File: config.mk
export PLATFORM = sky130hd
export DESIGN_NAME = vga_frame_reader
export DESIGN_NICKNAME = d
export VERILOG_FILES = /design/src/rtl/vga_pkg.sv /design/src/rtl/vga_timing_gen.sv /design/src/rtl/vga_frame_reader.sv
export SDC_FILE = /design/constraint.sdc
export NUM_CORES = 1
export LEC_CHECK = 0
export ABC_AREA = 1
export CORE_MARGIN = 8
export CORE_UTILIZATION = 45
export CTS_BUF_LIST = sky130_fd_sc_hd__clkbuf_4 sky130_fd_sc_hd__clkbuf_8
export CTS_CLUSTER_SIZE = 25
export DETAILED_ROUTE_END_ITERATION = 7
export GPL_TIMING_DRIVEN = 0
export HOLD_SLACK_MARGIN = 0.15
export PLACE_DENSITY_LB_ADDON = 0.25
export SLEW_MARGIN = 20
export SYNTH_ARGS = -nofsm -noshare
export SYNTH_HDL_FRONTEND = slang
export SYNTH_HIERARCHICAL = 1
export SYNTH_SLANG_ARGS = --single-unit
File: constraint.sdc
create_clock -name i_clk -period 3 [get_ports i_clk]
set_input_delay 0.45 -clock i_clk [delete_from_list [all_inputs] [get_ports i_clk]]
set_output_delay 0.45 -clock i_clk [all_outputs]
set_load 0.02 [all_outputs]
File: src/rtl/vga_pkg.sv
// rtl/vga_pkg.sv - shared 640x480@60 timing constants and reader FSM states
// Purpose : constants for the 800x525 raster, the 320x480 stored image,
//           and the frame reader state encoding.
// Ports   : none (package).
package vga_pkg;

  localparam int H_ACTIVE     = 640;
  localparam int H_FP_END     = 656;
  localparam int H_SYNC_END   = 752;
  localparam int H_TOTAL      = 800;

  localparam int V_ACTIVE     = 480;
  localparam int V_SYNC_START = 490;
  localparam int V_SYNC_END   = 492;
  localparam int V_TOTAL      = 525;

  localparam int IMG_W        = 320;
  localparam int IMG_H        = 480;

  typedef enum logic [1:0] {
    ST_IDLE       = 2'd0,
    ST_WAIT_FRAME = 2'd1,
    ST_DISPLAY    = 2'd2
  } state_t;

endpackage

File: src/rtl/vga_timing_gen.sv
// rtl/vga_timing_gen.sv - pixel enable, h/v raster counters and raw syncs
// Purpose : divides clk by two into a pixel enable and runs the 800x525
//           raster counters; sync/active flags decode the current count.
// Ports   : i_clk, i_rst     - clock, synchronous active-high reset
//           o_en             - pixel enable (high every other clk)
//           o_h, o_v         - current raster position
//           o_hsync, o_vsync - active-low syncs for the current position
//           o_active         - current position inside 640x480
//           o_frame_end      - current position is the last of the frame
module vga_timing_gen
  import vga_pkg::*;
(
  input  logic       i_clk,
  input  logic       i_rst,
  output logic       o_en,
  output logic [9:0] o_h,
  output logic [9:0] o_v,
  output logic       o_hsync,
  output logic       o_vsync,
  output logic       o_active,
  output logic       o_frame_end
);

  logic       r_en;
  logic [9:0] r_h;
  logic [9:0] r_v;
  logic       w_h_last;
  logic       w_v_last;

  assign w_h_last = (r_h == 10'(H_TOTAL - 1));
  assign w_v_last = (r_v == 10'(V_TOTAL - 1));

  always_ff @(posedge i_clk) begin
    if (i_rst) begin
      r_en <= 1'b0;
      r_h  <= '0;
      r_v  <= '0;
    end else begin
      r_en <= ~r_en;
      if (r_en) begin
        if (w_h_last) begin
          r_h <= '0;
          r_v <= w_v_last ? 10'd0 : r_v + 10'd1;
        end else begin
          r_h <= r_h + 10'd1;
        end
      end
    end
  end

  assign o_en        = r_en;
  assign o_h         = r_h;
  assign o_v         = r_v;
  assign o_hsync     = ~((r_h >= 10'(H_FP_END)) && (r_h < 10'(H_SYNC_END)));
  assign o_vsync     = ~((r_v >= 10'(V_SYNC_START)) && (r_v < 10'(V_SYNC_END)));
  assign o_active    = (r_h < 10'(H_ACTIVE)) && (r_v < 10'(V_ACTIVE));
  assign o_frame_end = w_h_last && w_v_last;

endmodule

File: src/rtl/vga_frame_reader.sv
// rtl/vga_frame_reader.sv - streams a 320x480 grayscale image onto a 640x480 VGA raster
// Purpose : generates pixel memory addresses, gates display on whole frames
//           via a small FSM, and registers colour and syncs together.
// Ports   : i_clk, i_rst          - clock, synchronous active-high reset
//           i_done640             - pixel memory loaded (level)
//           i_pixel               - memory data for o_address (combinational)
//           o_address             - pixel memory address
//           o_vga_clk             - pixel clock (= pixel enable)
//           o_hsync, o_vsync      - active-low syncs, aligned with colour
//           o_blank_n, o_sync_n   - DAC blank (high in active area), sync tied 0
//           o_red/o_green/o_blue  - grayscale colour
//           o_frame_start         - one-clk pulse as a displayed frame begins
module vga_frame_reader
  import vga_pkg::*;
(
  input  logic        i_clk,
  input  logic        i_rst,
  input  logic        i_done640,
  input  logic [7:0]  i_pixel,
  output logic [17:0] o_address,
  output logic        o_vga_clk,
  output logic        o_hsync,
  output logic        o_vsync,
  output logic        o_blank_n,
  output logic        o_sync_n,
  output logic [7:0]  o_red,
  output logic [7:0]  o_green,
  output logic [7:0]  o_blue,
  output logic        o_frame_start
);

  logic        w_en;
  logic [9:0]  w_h;
  logic [9:0]  w_v;
  logic        w_hsync;
  logic        w_vsync;
  logic        w_active;
  logic        w_frame_end;
  logic        w_in_image;
  logic [17:0] w_v_ext;
  logic [17:0] w_img_addr;

  state_t      r_state;
  logic [7:0]  r_rgb;
  logic        r_hsync;
  logic        r_vsync;
  logic        r_blank_n;
  logic        r_frame_start;

  vga_timing_gen u_timing (
    .i_clk       (i_clk),
    .i_rst       (i_rst),
    .o_en        (w_en),
    .o_h         (w_h),
    .o_v         (w_v),
    .o_hsync     (w_hsync),
    .o_vsync     (w_vsync),
    .o_active    (w_active),
    .o_frame_end (w_frame_end)
  );

  // v*320 + h as shift-add; v <= 479 keeps the sum within 18 bits.
  assign w_in_image = (w_h < 10'(IMG_W)) && (w_v < 10'(IMG_H));
  assign w_v_ext    = {8'd0, w_v};
  assign w_img_addr = (w_v_ext << 8) + (w_v_ext << 6) + {8'd0, w_h};
  assign o_address  = w_in_image ? w_img_addr : 18'd0;

  // Everything below samples the position that is current at the enable
  // edge, so colour and syncs leave together one pixel period later.
  always_ff @(posedge i_clk) begin
    if (i_rst) begin
      r_state       <= ST_IDLE;
      r_rgb         <= 8'd0;
      r_hsync       <= 1'b1;
      r_vsync       <= 1'b1;
      r_blank_n     <= 1'b0;
      r_frame_start <= 1'b0;
    end else begin
      r_frame_start <= 1'b0;
      if (w_en) begin
        r_frame_start <= (r_state == ST_DISPLAY) && (w_h == 10'd0) && (w_v == 10'd0);
        r_rgb         <= ((r_state == ST_DISPLAY) && w_in_image) ? i_pixel : 8'd0;
        r_hsync       <= w_hsync;
        r_vsync       <= w_vsync;
        r_blank_n     <= w_active;
        case (r_state)
          ST_IDLE:       if (i_done640)   r_state <= ST_WAIT_FRAME;
          // Entering DISPLAY only on the last raster position means a
          // late i_done640 never shows a partial frame.
          ST_WAIT_FRAME: if (w_frame_end) r_state <= ST_DISPLAY;
          ST_DISPLAY:    if (!i_done640)  r_state <= ST_IDLE;
          default:                        r_state <= ST_IDLE;
        endcase
      end
    end
  end

  assign o_vga_clk     = w_en;
  assign o_hsync       = r_hsync;
  assign o_vsync       = r_vsync;
  assign o_blank_n     = r_blank_n;
  assign o_sync_n      = 1'b0;
  assign o_red         = r_rgb;
  assign o_green       = r_rgb;
  assign o_blue        = r_rgb;
  assign o_frame_start = r_frame_start;

endmodule

# Word-level counts from Yosys, hierarchy flattened
# Cells that the tools add are included.
# classes
reduce_logical,14
eq_ne,7
mux,8
addsub,4
order_cmp,7
bitwise,3
# op_table
operator,count
"< comparator 10 x 9 -> 1 bit, second input constant",3
"adder 10 x 1 -> 10 bit, second input constant",2
"== test 10 bit, second input constant",2
logical NOT 10 bit,2
"< comparator 10 bit, second input constant",2
two-way mux 10 bit,2
adder 18 x 10 -> 18 bit,1
adder 18 x 16 -> 18 bit,1
two-way mux 18 bit,1
"greater-or-equal comparator 10 bit, second input constant",1
"greater-or-equal comparator 10 x 9 -> 1 bit, second input constant",1
logical AND 1 bit,8
two-way mux 8 bit,1
two-way mux 2 bit,3
case mux 2 bit (3 select lines),1
"inequality test 2 bit, second input constant",2
AND reduction 4 bit,1
NOT 1 bit,3
"== test 2 x 1 -> 1 bit, second input constant",1
"== test 2 bit, second input constant",1
logical NOT 2 bit,1
"inequality test 2 x 1 -> 1 bit, second input constant",1
AND reduction 2 bit,1
OR reduction 2 bit,1
# word_totals
register_bits,35
out_inout_bits,48
elab_cells,52

# Logic depth before layout (Yosys ltp)
# logic_depth
ltp_word,4
mapped_depth,13

# Modules after synthesis
# Netlist, hierarchy kept.
# modules_own_cells
module,area_each_um2,instances,cells_per_inst,seq_area_each_um2
vga_frame_reader,1585.3,1,238,280.3
vga_timing_gen,1271.2,1,185,420.4

# Worst setup path after synthesis
# OpenSTA, ideal clock, no wires.
# synth_timing
path_type,flip-flop to output port
from,reg u_timing.r_h[8] (netlist: u_timing/o_h[8])
to,out o_address[13]
t_arrival_ps,2191
slack_ps,359
required_ps,2550
stages_incl_launch_ff,9
path_cell_list,dfxtp_1 inv_1 fa_1 fa_1 o21ai_2 nand2_1 nand3_1 nand2_1 nor2_1
# synth_between
elab_chain_cells,3
# synth_rtl
item,line,source
start: declaration,vga_timing_gen.sv:25,logic [9:0] r_h;
start signal: assignment,vga_timing_gen.sv:45,r_h <= r_h + 10'd1;
branches (longest 2 deep; another with adder 18 x 10 -> 18 bit),n/a,
two-way mux 18 bit (*),vga_frame_reader.sv:66,assign o_address = w_in_image ? w_img_addr : 18'd0;
end: declaration,vga_frame_reader.sv:20,"output logic [17:0] o_address,"
# Every way passes the cells marked *.

# Final worst setup path
# layout_timing
from,reg u_timing.r_v[3] (netlist: u_timing/o_v[3])
to,out o_address[13]
# layout_between
elab_chain_cells,3
# layout_rtl
item,line,source
start: declaration,vga_timing_gen.sv:26,logic [9:0] r_v;
start signal: assignment,vga_timing_gen.sv:43,r_v <= w_v_last ? 10'd0 : r_v + 10'd1;
adder 18 x 16 -> 18 bit / < comparator 10 x 9 -> 1 bit (equally long branches),"vga_frame_reader.sv:65, vga_frame_reader.sv:63",
adder 18 x 10 -> 18 bit / logical AND 1 bit (equally long branches),"vga_frame_reader.sv:65, vga_frame_reader.sv:63",
two-way mux 18 bit (*),vga_frame_reader.sv:66,
# Every way passes the cells marked *; elsewhere a longest branch is shown, timed or not.

==> metrics.md <==
| Metric | Value |
|---|---|
| FP Rows | `29` |
| Critical-path cell list | `fa_1, ha_2, nand2_1, o21ai_4, nand2_1, nand3_1, nand2_1, nor2_1, clkdlybuf4s15_2` |
| Gr usage total | `15.5%` |
| Slew @ Worst Pin | `around 0.58 ns` |
| TritonCTS buffer count | `5` |
| Initial antenna violation count | `0` |
| DRT Wirelength | `about 7000 um` |
| Largest area contributor in the netlist | `dfxtp_1` |
| Max stage delay on crit path | `0.44 ns` |
| Top Metal Used | `met4` |
| Ant. Diodes | `0` |
| Register-to-register setup slack | `~1.3 ns` |
| Worst-case clock buffer depth | `2` |
| Worst R2R Start | `u_timing/o_v[0]$_SDFFE_PP0P_` |
| Synth Area per Inst | `between 6 and 7 um2` |
| DR iter-0 viols | `129` |
| Cells after synthesis | `approximately 420` |
| Clk sinks | `35` |
| Clock Latency Late Sink | `a little under 0.3 ns` |
| Max Cap Viol | `0` |
| Fmax | `about 0.35 GHz` |
| Most frequent CP cell | `nand2_1` |
| Grt total ovfl | `0` |
| DP Wirelength | `about 5600 um` |
| Rel. slew slack | `61.6%` |
| Crit path time final | `between 2 and 3 ns` |
| Clk root buf | `clkbuf_8` |
| Initial Util | `between 40% and 50%` |
| # setup viols final | `0` |
| Worst vdd ir | `0.000216 V` |
| Total I/O pin count | `59` |
| Area grow syn2layout | `28.4%` |
| Die Ht | `about 96 um` |
| Avg WL per Cell | `around 13 um` |
| CTS H-tree lvls | `2` |
| Number of buffers added on ports | `between 50 and 60` |
| Hold WC Path Type | `flip-flop to flip-flop` |
| Critical Path End | `o_address[13]` |
| Synth cell types | `33` |
| Placed insts | `557` |
| Setup TNS | `0 ns` |
| Period utilization | `95.2%` |
| Worst EP arrival | `2.41 ns` |
| Die Wd | `95.7 um` |
| Worst-path clk slew | `0.08 ns` |
| Fin. max-slew vios | `0` |
| Die area | `9150 um2` |
| Startpoint class of the critical path | `flip-flop` |
| Placer congestion estimate | `around 0.90` |
| TritonCTS clock tree | `done` |
| First-pass GRT wire length | `~12000 um` |
| WL met3 | `roughly 500 um` |
| Critical-path top delay cell | `fa_1` |
| Sequential-to-total area share from yosys stat | `about a quarter` |
| Leakage power | `roughly 1.7 nW` |
| Vias in the first global route | `2516` |
| #FFs+latches synth | `35` |
| Post-CTS Setup Inserts | `0` |
| R2R cell count | `10` |
| Syn Nets | `460` |
| Core area | `roughly 6200 um2` |
| Fin. Hold Viols | `0` |
| Status | `finished, final reports clean` |
| Met2 WL | `around 3300 um` |
| Worst setup path class | `flip-flop to primary output` |
| Antenna-violating nets left | `0` |
| Via density | `4.90` |
| CP Capture Type | `primary output` |
| Worst Setup SP | `u_timing/o_v[3]$_SDFFE_PP0P_` |
| Netlist Area Pre-Place | `approximately 2900 um2` |
| Critical register-to-register path endpoint | `r_state[0]$_SDFFE_PP0P_` |
| Top cells by area, synth | `dfxtp_1 (25%), nand2_1 (12%), ha_1 (10%), nor2_1 (8.3%), inv_1 (7.6%)` |
| Post-synth top area share | `between 20% and 30%` |
| Post-CTS Hold Buffers | `0` |
| # DRC | `0` |
| Pin count of the biggest net entering global routing | `13` |
| Nets | `around 520` |
| Worst Clk Skew | `~0.0082 ns` |
| Wl on met1 | `~3300 um` |
| CP max FO | `8` |
| Synth Warn # | `6` |
| CP required | `2.55 ns` |
| Hold WS | `about 0.47 ns` |
| Share of cells above drive strength 1 | `between 10% and 20%` |
| Vias | `~2800` |
| Non-filler instance count after layout | `around 570` |
| PwrDens | `around 300 nW/um2` |
| First drt pass iteration count | `4` |
==> critical path, delay by kind of cell (launching register included) <==
kind,cells,cell delay (ns)
adders and majority gates,2,0.82
and+or+nand+nor,5,0.42
DFF,1,0.42
buffers and inverters,1,0.26
AOI/OAI and AO/OA,1,0.20
==> registers in the layout, indices dropped and copies added, names as in the netlist <==
| name | cells |
|---|---|
| u_timing/o_h | 10 |
| u_timing/o_v | 10 |
| o_blue | 8 |
| r_state | 2 |
| o_blank_n | 1 |
| o_frame_start | 1 |
| o_hsync | 1 |
| o_vsync | 1 |
| u_timing/o_en | 1 |
==> per-layer routing <==
| layer | global-route usage, % | up-vias |
|---|---|---|
| met1 | 18.8 | 1223 |
| met3 | 2.91 | 7 |
| met4 | 4.87 | 0 |
| li1 | - | 1467 |
| met2 | 27.1 | 70 |
| met5 | 0 | - |
==> repair_timing <==
| item | 4_1_cts | 5_1_grt |
|---|---|---|
| resized for setup | 27 | 18 |
| endpoints found under the setup margin | 10 | 9 |
| pin swaps | 1 | 2 |
| cloned | 0 | 0 |
==> cell families after synthesis <==
logic type / after synthesis / synth area share, %
and+or+nand+nor: 222 / 36.4
buffers and inverters: 84 / 14.2
AOI/OAI and AO/OA: 48 / 10.5
DFF: 35 / 24.5
adders and majority gates: 26 / 12.2
xor gates and xnor gates: 7 / 2.15
other: 1 / 0.131
==> final cells by class <==
class                           instances  area [um2]
Buffer                                 24         180
Timing Repair Buffer                   57         552
Clock buffer                            5        68.8
Multi-Input combinational cell        304        1780
Sequential cell                        35         726
Inverter                               60         225
Fill cell                             581        2570
Clock inverter                          3        43.8
Tap cell                               77        96.3
==> synth_stat cells (all sizes together) <==
cell,instances
o211ai,1
fa,3
xnor2,2
clkbuf,4
nand2,95
a21oi,26
dfxtp,35
ha,23
nor2,72
o21bai,2
inv,60
nor4,4
buf,20
nand3,32
xor2,5
nand4,16
o21ai,18
o21a,1
nand3b,2
nor3b,1
conb,1
==> power by group <==
part,switching [mW],internal (mW)
Combinational,0.0814,0.0858
Sequential,0.0174,0.474
Clock,0.183,0.247
==> through the flow <==
stage	total power, mW	setup WS, ns	instance area (um2)	utilization (%)
after CTS	1.10	-0.0245	3650	58.5
after floorplan	0.594	0.359	2860	-
final	1.09	0.144	3670	58.8
after detailed placement	0.676	-0.230	3520	56.5
after global placement	0.672	-0.214	3520	56.5
after global routing	1.13	-0.00456	3670	58.8
==> worst min path at each step <==
stage                              endpoint  cells past startpoint               startpoint
global placement       o_vsync$_SDFFE_PP1P_                      2     o_vsync$_SDFFE_PP1P_
detailed placement     o_vsync$_SDFFE_PP1P_                      2     o_vsync$_SDFFE_PP1P_
floorplan           r_state[1]$_SDFFE_PP0P_                      2  r_state[1]$_SDFFE_PP0P_
CTS                    o_vsync$_SDFFE_PP1P_                      2     o_vsync$_SDFFE_PP1P_
global route           o_vsync$_SDFFE_PP1P_                      2     o_vsync$_SDFFE_PP1P_
finish                 o_vsync$_SDFFE_PP1P_                      2     o_vsync$_SDFFE_PP1P_
==> placed cells by master (no fill, tap or decap), drive strengths merged, types with 16 or more instances in the layout <==
| cell | instances |
|---|---|
| o21ai | 18 |
| nand4 | 16 |
| nand3 | 32 |
| dfxtp | 35 |
| a21oi | 26 |
| nor2 | 72 |
| inv | 60 |
| nand2 | 95 |
| ha | 23 |
| clkdlybuf4s50 | 47 |
| buf | 22 |
No activity file was read; power rests on OpenSTA's default activity.
